--- src/rtl/mw8080_pkg.sv ---
// Shared types and constants for the Midway 8080 work/video RAM arbiter.
package mw8080_pkg;

    typedef enum logic [1:0] {
        GNT_NONE,
        GNT_DL,
        GNT_VID,
        GNT_CPU
    } grant_t;

    localparam int RAM_AW = 13;
    localparam int RAM_DW = 8;
    localparam int WAIT_W = 4;

    localparam logic [WAIT_W-1:0] WAIT_MAX = '1;

endpackage

--- src/rtl/mw8080_wait_ctr.sv ---
// Saturating age counter for one requester, with clear, freeze and a
// threshold output (level when count >= THRESH, or a one-shot on reaching it).
module mw8080_wait_ctr
    import mw8080_pkg::*;
#(
    parameter int THRESH = 4,
    parameter bit PULSE  = 1'b0
) (
    input  logic clk,
    input  logic rst,
    input  logic req,
    input  logic gnt,
    input  logic freeze,
    output logic flag
);

    logic [WAIT_W-1:0] count_q;
    logic [WAIT_W-1:0] count_d;
    logic [WAIT_W-1:0] thresh;

    assign thresh = WAIT_W'(THRESH);

    always_comb begin
        count_d = count_q;
        if (!freeze) begin
            if (gnt || !req) begin
                count_d = '0;
            end else if (count_q != WAIT_MAX) begin
                count_d = count_q + 1'b1;
            end
        end
    end

    always_ff @(posedge clk or posedge rst) begin
        if (rst) begin
            count_q <= '0;
        end else begin
            count_q <= count_d;
        end
    end

    // One-shot fires only on the transition into THRESH; saturation never re-arms it.
    always_comb begin
        if (PULSE) begin
            flag = (count_d == thresh) && (count_q != thresh);
        end else begin
            flag = (count_q >= thresh);
        end
    end

endmodule

--- src/rtl/mw8080_vram_arbiter.sv ---
// One-access-per-cycle arbiter for the shared 8 KB RAM: loader, video fetch
// and CPU, with CPU anti-starvation and video deadline-miss reporting.
module mw8080_vram_arbiter
    import mw8080_pkg::*;
#(
    parameter int AW           = RAM_AW,
    parameter int DW           = RAM_DW,
    parameter int CPU_MAX_WAIT = 4,
    parameter int VID_DEADLINE = 2
) (
    input  logic          clk_sys,
    input  logic          reset,
    input  logic          dl_active,
    input  logic          dl_req,
    input  logic [AW-1:0] dl_addr,
    input  logic [DW-1:0] dl_wdata,
    output logic          dl_ack,
    input  logic          vid_req,
    input  logic [AW-1:0] vid_addr,
    output logic          vid_ack,
    output logic [DW-1:0] vid_rdata,
    output logic          vid_rvalid,
    output logic          vid_miss,
    input  logic          cpu_req,
    input  logic          cpu_we,
    input  logic [AW-1:0] cpu_addr,
    input  logic [DW-1:0] cpu_wdata,
    output logic          cpu_ack,
    output logic [DW-1:0] cpu_rdata,
    output logic          cpu_rvalid,
    output logic [AW-1:0] ram_addr,
    output logic          ram_we,
    output logic [DW-1:0] ram_din,
    input  logic [DW-1:0] ram_dout
);

    grant_t        gnt;
    logic          cpu_starved;
    logic          vid_late;

    logic          dl_ack_q, dl_ack_d;
    logic          vid_ack_q, vid_ack_d;
    logic          cpu_ack_q, cpu_ack_d;
    logic          vid_miss_q, vid_miss_d;
    logic [AW-1:0] ram_addr_q, ram_addr_d;
    logic          ram_we_q, ram_we_d;
    logic [DW-1:0] ram_din_q, ram_din_d;
    grant_t        rd_tag_q, rd_tag_d;
    logic          vid_rvalid_q, vid_rvalid_d;
    logic          cpu_rvalid_q, cpu_rvalid_d;
    logic [DW-1:0] vid_hold_q, vid_hold_d;
    logic [DW-1:0] cpu_hold_q, cpu_hold_d;

    mw8080_wait_ctr #(
        .THRESH (CPU_MAX_WAIT),
        .PULSE  (1'b0)
    ) u_cpu_wait (
        .clk    (clk_sys),
        .rst    (reset),
        .req    (cpu_req),
        .gnt    (gnt == GNT_CPU),
        .freeze (dl_active),
        .flag   (cpu_starved)
    );

    // The video deadline follows the beam, so it keeps aging during a download.
    mw8080_wait_ctr #(
        .THRESH (VID_DEADLINE),
        .PULSE  (1'b1)
    ) u_vid_wait (
        .clk    (clk_sys),
        .rst    (reset),
        .req    (vid_req),
        .gnt    (gnt == GNT_VID),
        .freeze (1'b0),
        .flag   (vid_late)
    );

    always_comb begin
        gnt = GNT_NONE;
        if (dl_active) begin
            if (dl_req) gnt = GNT_DL;
        end else if (cpu_starved && cpu_req) begin
            gnt = GNT_CPU;
        end else if (vid_req) begin
            gnt = GNT_VID;
        end else if (cpu_req) begin
            gnt = GNT_CPU;
        end
    end

    always_comb begin
        dl_ack_d   = (gnt == GNT_DL);
        vid_ack_d  = (gnt == GNT_VID);
        cpu_ack_d  = (gnt == GNT_CPU);
        vid_miss_d = vid_late;
        ram_addr_d = ram_addr_q;
        ram_din_d  = ram_din_q;
        ram_we_d   = 1'b0;
        rd_tag_d   = GNT_NONE;
        unique case (gnt)
            GNT_DL: begin
                ram_addr_d = dl_addr;
                ram_din_d  = dl_wdata;
                ram_we_d   = 1'b1;
            end
            GNT_VID: begin
                ram_addr_d = vid_addr;
                rd_tag_d   = GNT_VID;
            end
            GNT_CPU: begin
                ram_addr_d = cpu_addr;
                if (cpu_we) begin
                    ram_din_d = cpu_wdata;
                    ram_we_d  = 1'b1;
                end else begin
                    rd_tag_d  = GNT_CPU;
                end
            end
            GNT_NONE: begin
            end
        endcase
        vid_rvalid_d = (rd_tag_q == GNT_VID);
        cpu_rvalid_d = (rd_tag_q == GNT_CPU);
        vid_hold_d   = vid_rvalid_q ? ram_dout : vid_hold_q;
        cpu_hold_d   = cpu_rvalid_q ? ram_dout : cpu_hold_q;
    end

    always_ff @(posedge clk_sys or posedge reset) begin
        if (reset) begin
            dl_ack_q     <= 1'b0;
            vid_ack_q    <= 1'b0;
            cpu_ack_q    <= 1'b0;
            vid_miss_q   <= 1'b0;
            ram_addr_q   <= '0;
            ram_we_q     <= 1'b0;
            ram_din_q    <= '0;
            rd_tag_q     <= GNT_NONE;
            vid_rvalid_q <= 1'b0;
            cpu_rvalid_q <= 1'b0;
            vid_hold_q   <= '0;
            cpu_hold_q   <= '0;
        end else begin
            dl_ack_q     <= dl_ack_d;
            vid_ack_q    <= vid_ack_d;
            cpu_ack_q    <= cpu_ack_d;
            vid_miss_q   <= vid_miss_d;
            ram_addr_q   <= ram_addr_d;
            ram_we_q     <= ram_we_d;
            ram_din_q    <= ram_din_d;
            rd_tag_q     <= rd_tag_d;
            vid_rvalid_q <= vid_rvalid_d;
            cpu_rvalid_q <= cpu_rvalid_d;
            vid_hold_q   <= vid_hold_d;
            cpu_hold_q   <= cpu_hold_d;
        end
    end

    // Read data is live from the RAM in the valid cycle, then held.
    assign vid_rdata  = vid_rvalid_q ? ram_dout : vid_hold_q;
    assign cpu_rdata  = cpu_rvalid_q ? ram_dout : cpu_hold_q;
    assign dl_ack     = dl_ack_q;
    assign vid_ack    = vid_ack_q;
    assign cpu_ack    = cpu_ack_q;
    assign vid_miss   = vid_miss_q;
    assign vid_rvalid = vid_rvalid_q;
    assign cpu_rvalid = cpu_rvalid_q;
    assign ram_addr   = ram_addr_q;
    assign ram_we     = ram_we_q;
    assign ram_din    = ram_din_q;

endmodule

--- config.mk ---
export PLATFORM = sky130hd
export DESIGN_NAME = mw8080_vram_arbiter
export DESIGN_NICKNAME = d
export VERILOG_FILES = /design/src/rtl/mw8080_pkg.sv /design/src/rtl/mw8080_wait_ctr.sv /design/src/rtl/mw8080_vram_arbiter.sv
export SDC_FILE = /design/constraint.sdc
export NUM_CORES = 1
export LEC_CHECK = 0
export ABC_AREA = 1
export ABC_CLOCK_PERIOD_IN_PS = 1780
export CELL_PAD_IN_SITES_DETAIL_PLACEMENT = 1
export CELL_PAD_IN_SITES_GLOBAL_PLACEMENT = 1
export CORE_UTILIZATION = 31
export CTS_CLUSTER_SIZE = 16
export DETAILED_ROUTE_END_ITERATION = 6
export PLACE_DENSITY = 0.79
export RECOVER_POWER = 50
export SLEW_MARGIN = 20
export SYNTH_ARGS = -nofsm -noshare
export SYNTH_HDL_FRONTEND = slang
export SYNTH_SLANG_ARGS = --single-unit
--- constraint.sdc ---
create_clock -name clk_sys -period 1.78 [get_ports clk_sys]
set_input_delay 0.356 -clock clk_sys [delete_from_list [all_inputs] [get_ports clk_sys]]
set_output_delay 0.356 -clock clk_sys [all_outputs]
set_load 0.05 [all_outputs]
==> metrics.txt <==
Slew Limit Fails=0; critical path type=flop to primary output; PortBufs=~110; CP Capture Type=primary output; Setup WS pre-CTS=-0.142 ns; count of cell types in the netlist=27; status=complete, no violations; Pleak=between 2 and 2.5 nW; TritonCTS clock tree=done; largest net degree at the start of global routing=22; multiplexer share of the synthesized area=approximately 6.6%; DRC violations left=0; RePlAce Congestion=0.887; final worst setup slack=0.0296 ns; simple-gate area share of the yosys netlist=32.0%; overall routing resource usage=a little under a fifth; initial antenna violation count=0; Max-cap violations=0; drt total wl=between 8000 and 9000 um; FF-to-FF setup slack=0.36 ns; largest family of logic cells by synthesized area=simple AND/OR/NAND/NOR gates; Detailed Place HPWL=between 6000 and 7000 um; sw frac=between 30 and 40%; std cell rows=33; Worst Setup SP=vid_rvalid; Arr. time, crit path=~1.4 ns; mapped cell area=2720 um2; post-route ant nets=0; startpoint types=flop; Reg2Reg Depth=7; clock-pin slew of the registers on the worst-case setup and hold paths=0.10 ns; RSZ-0062 raised after global routing=true; grt ovf=0; final hold violations=0; FMAX=around 0.57 GHz; ant diodes=0; clock latency on the worst-skew pair=0.32 ns; power per cell area=between 900 and 1000 nW/um2; CTS Hold Bufs=0; worst-path maximum fanout=4; detailed-router iteration count before antenna repair=4; Net Count, Synth=approximately 380; Iteration-0 DRC Markers=48; I/O pin cnt=114; crit path capture=vid_rdata[4]; clk sink count=between 50 and 60; Seq cells post-synth=54; Slew @ Worst Pin=approximately 0.74 ns; Root Driver=clkbuf_8; Synth Area in Adders=1.38%; Final Setup Violations=0; Die W=roughly 96 um; skew final=between 0.01 and 0.015 ns; internal power=0.00267 W; Syn Area/Cell=between 8 and 9 um2; compound-gate portion of the synthesized area=2.21%; Reg power frac=a little over a third; Vias per Instance=between 4 and 5; vias in the first global route=between 2k and 3k; share of total power in combinational logic=a little over two fifths; Area Growth Syn to Fin=61.2%; fin crit share=between 90% and 100%; sequential fraction of the synthesis area=roughly 50%; Die Y=~96 um; Die Area=9150 um2; Core Area=approximately 8300 um2; Psw=roughly 0.0016 W; CP required=roughly 1.4 ns; CTS Buf Count=5; first-pass GRT wire length=between 10,000 and 15,000 um; Layout Nets=517; Yosys Warn Count=0; xor/xnor cell area share of the yosys netlist=0%; Slew HR=about 50%; H-tree depth=2; FF-to-FF End=vid_miss; share of cells above drive strength 1=approximately 28%; Worst R2R Start=u_vid_wait.count_q[1]; Mapped Cells=310; Routed WL per cell=15.0 um; setup tns final=0 ns; peak supply drop=about 0.00040 V; CTS max path bufs=2; most common library cell in the layout ignoring fill and taps=nand2_1; Vias=2,528; initial core utilization=around 33%; most frequent cells in the layout=nand2_1, clkdlybuf4s50_1, nor2_1; Worst Hold Class=flop to flop; Min Clock Period, post-route=approximately 1.8 ns; Clock Power Share=a little over a fifth
[metrics by stage]
stage          instances  utilization (%)  hold WS (ns)  total power [W]  area, um2
3_5_place_dp         535             50.5         0.427          0.00337       4210
4_1_cts              545             52.1         0.375          0.00428       4350
5_1_grt              550             52.6         0.431          0.00442       4380
6_report             550             52.6         0.427          0.00424       4380
2_1_floorplan        310                -         0.397          0.00249       2720
3_3_place_gp         535             50.5         0.402          0.00332       4210
[worst min path at each step]
| stage | from | end | cells after the start |
|---|---|---|---|
| global placement | rd_tag_q[0] | vid_rvalid | 1 |
| CTS | reset | cpu_hold_q[2] | 2 |
| floorplan | rd_tag_q[0] | vid_rvalid | 1 |
| finish | rd_tag_q[0] | vid_rvalid | 1 |
| detailed placement | rd_tag_q[0] | vid_rvalid | 1 |
| global route | rd_tag_q[0] | vid_rvalid | 1 |
[state kept, by name (all words and copies together) (netlist names)]
name / flops
u_cpu_wait.count_q: 4
rd_tag_q: 2
vid_ack: 1
dl_ack: 1
ram_addr: 13
vid_hold_q: 8
cpu_ack: 1
cpu_rvalid: 1
vid_rvalid: 1
u_vid_wait.count_q: 4
cpu_hold_q: 8
ram_we: 1
ram_din: 8
vid_miss: 1
[cell families after synthesis]
family,Yosys count
AO/OA/AOI/OAI,8
adder cells (fa/ha/maj),3
buffers and inverters,46
flip-flops,54
multiplexers,16
AND/OR/NAND/NOR,183
[power groups by stage]
| stage | combinational [W] | sequential, W | clock (W) |
|---|---|---|---|
| detailed placement | 0.00185 | 0.00152 | 0 |
| global route | 0.00196 | 0.00151 | 0.000958 |
| CTS | 0.00186 | 0.00150 | 0.000918 |
| floorplan | 0.000702 | 0.00179 | 0 |
| finish | 0.00186 | 0.00149 | 0.000889 |
| global placement | 0.00181 | 0.00151 | 0 |
[critical path, stage by stage (launching register included)]
cell and delay [ns]:
dfrtp_2 0.42, buf_4 0.17, mux2_4 0.33, buf_12 0.15
[repair_timing]
item,4_1_cts,5_1_grt
endpoints found under the setup margin,16,16
gates resized for setup,0,6
setup buffers,2,5
[metal layers]
layer	up-vias	track usage, %	wire (um)
li1	1229	-	-
met1	1239	21.2	3320
met2	51	35.5	4540
met3	9	3.11	273
met4	0	5.85	98
met5	-	0	0
[cell type report]
| class | instances | area (um2) |
|---|---|---|
| inverter | 35 | 136 |
| fill | 966 | 3960 |
| tap | 105 | 131 |
| sequential | 54 | 1350 |
| timing repair buffer | 138 | 1480 |
| clock inverter | 2 | 38.8 |
| clock buffer | 6 | 82.6 |
| multi-input combinational | 210 | 1160 |
[synth_stat cells, drive strengths merged]
master | count | area [um2]
nand3 | 44 | 273
mux2 | 16 | 180
a21oi | 2 | 10.0
clkbuf | 2 | 7.51
dfrtp | 54 | 1350
inv | 35 | 136
nor2 | 62 | 255
o21ai | 5 | 28.8
ha | 3 | 37.5
buf | 9 | 76.3
o211ai | 1 | 21.3
nand2 | 77 | 342
Note: power is estimated with default switching activity, not from simulation.
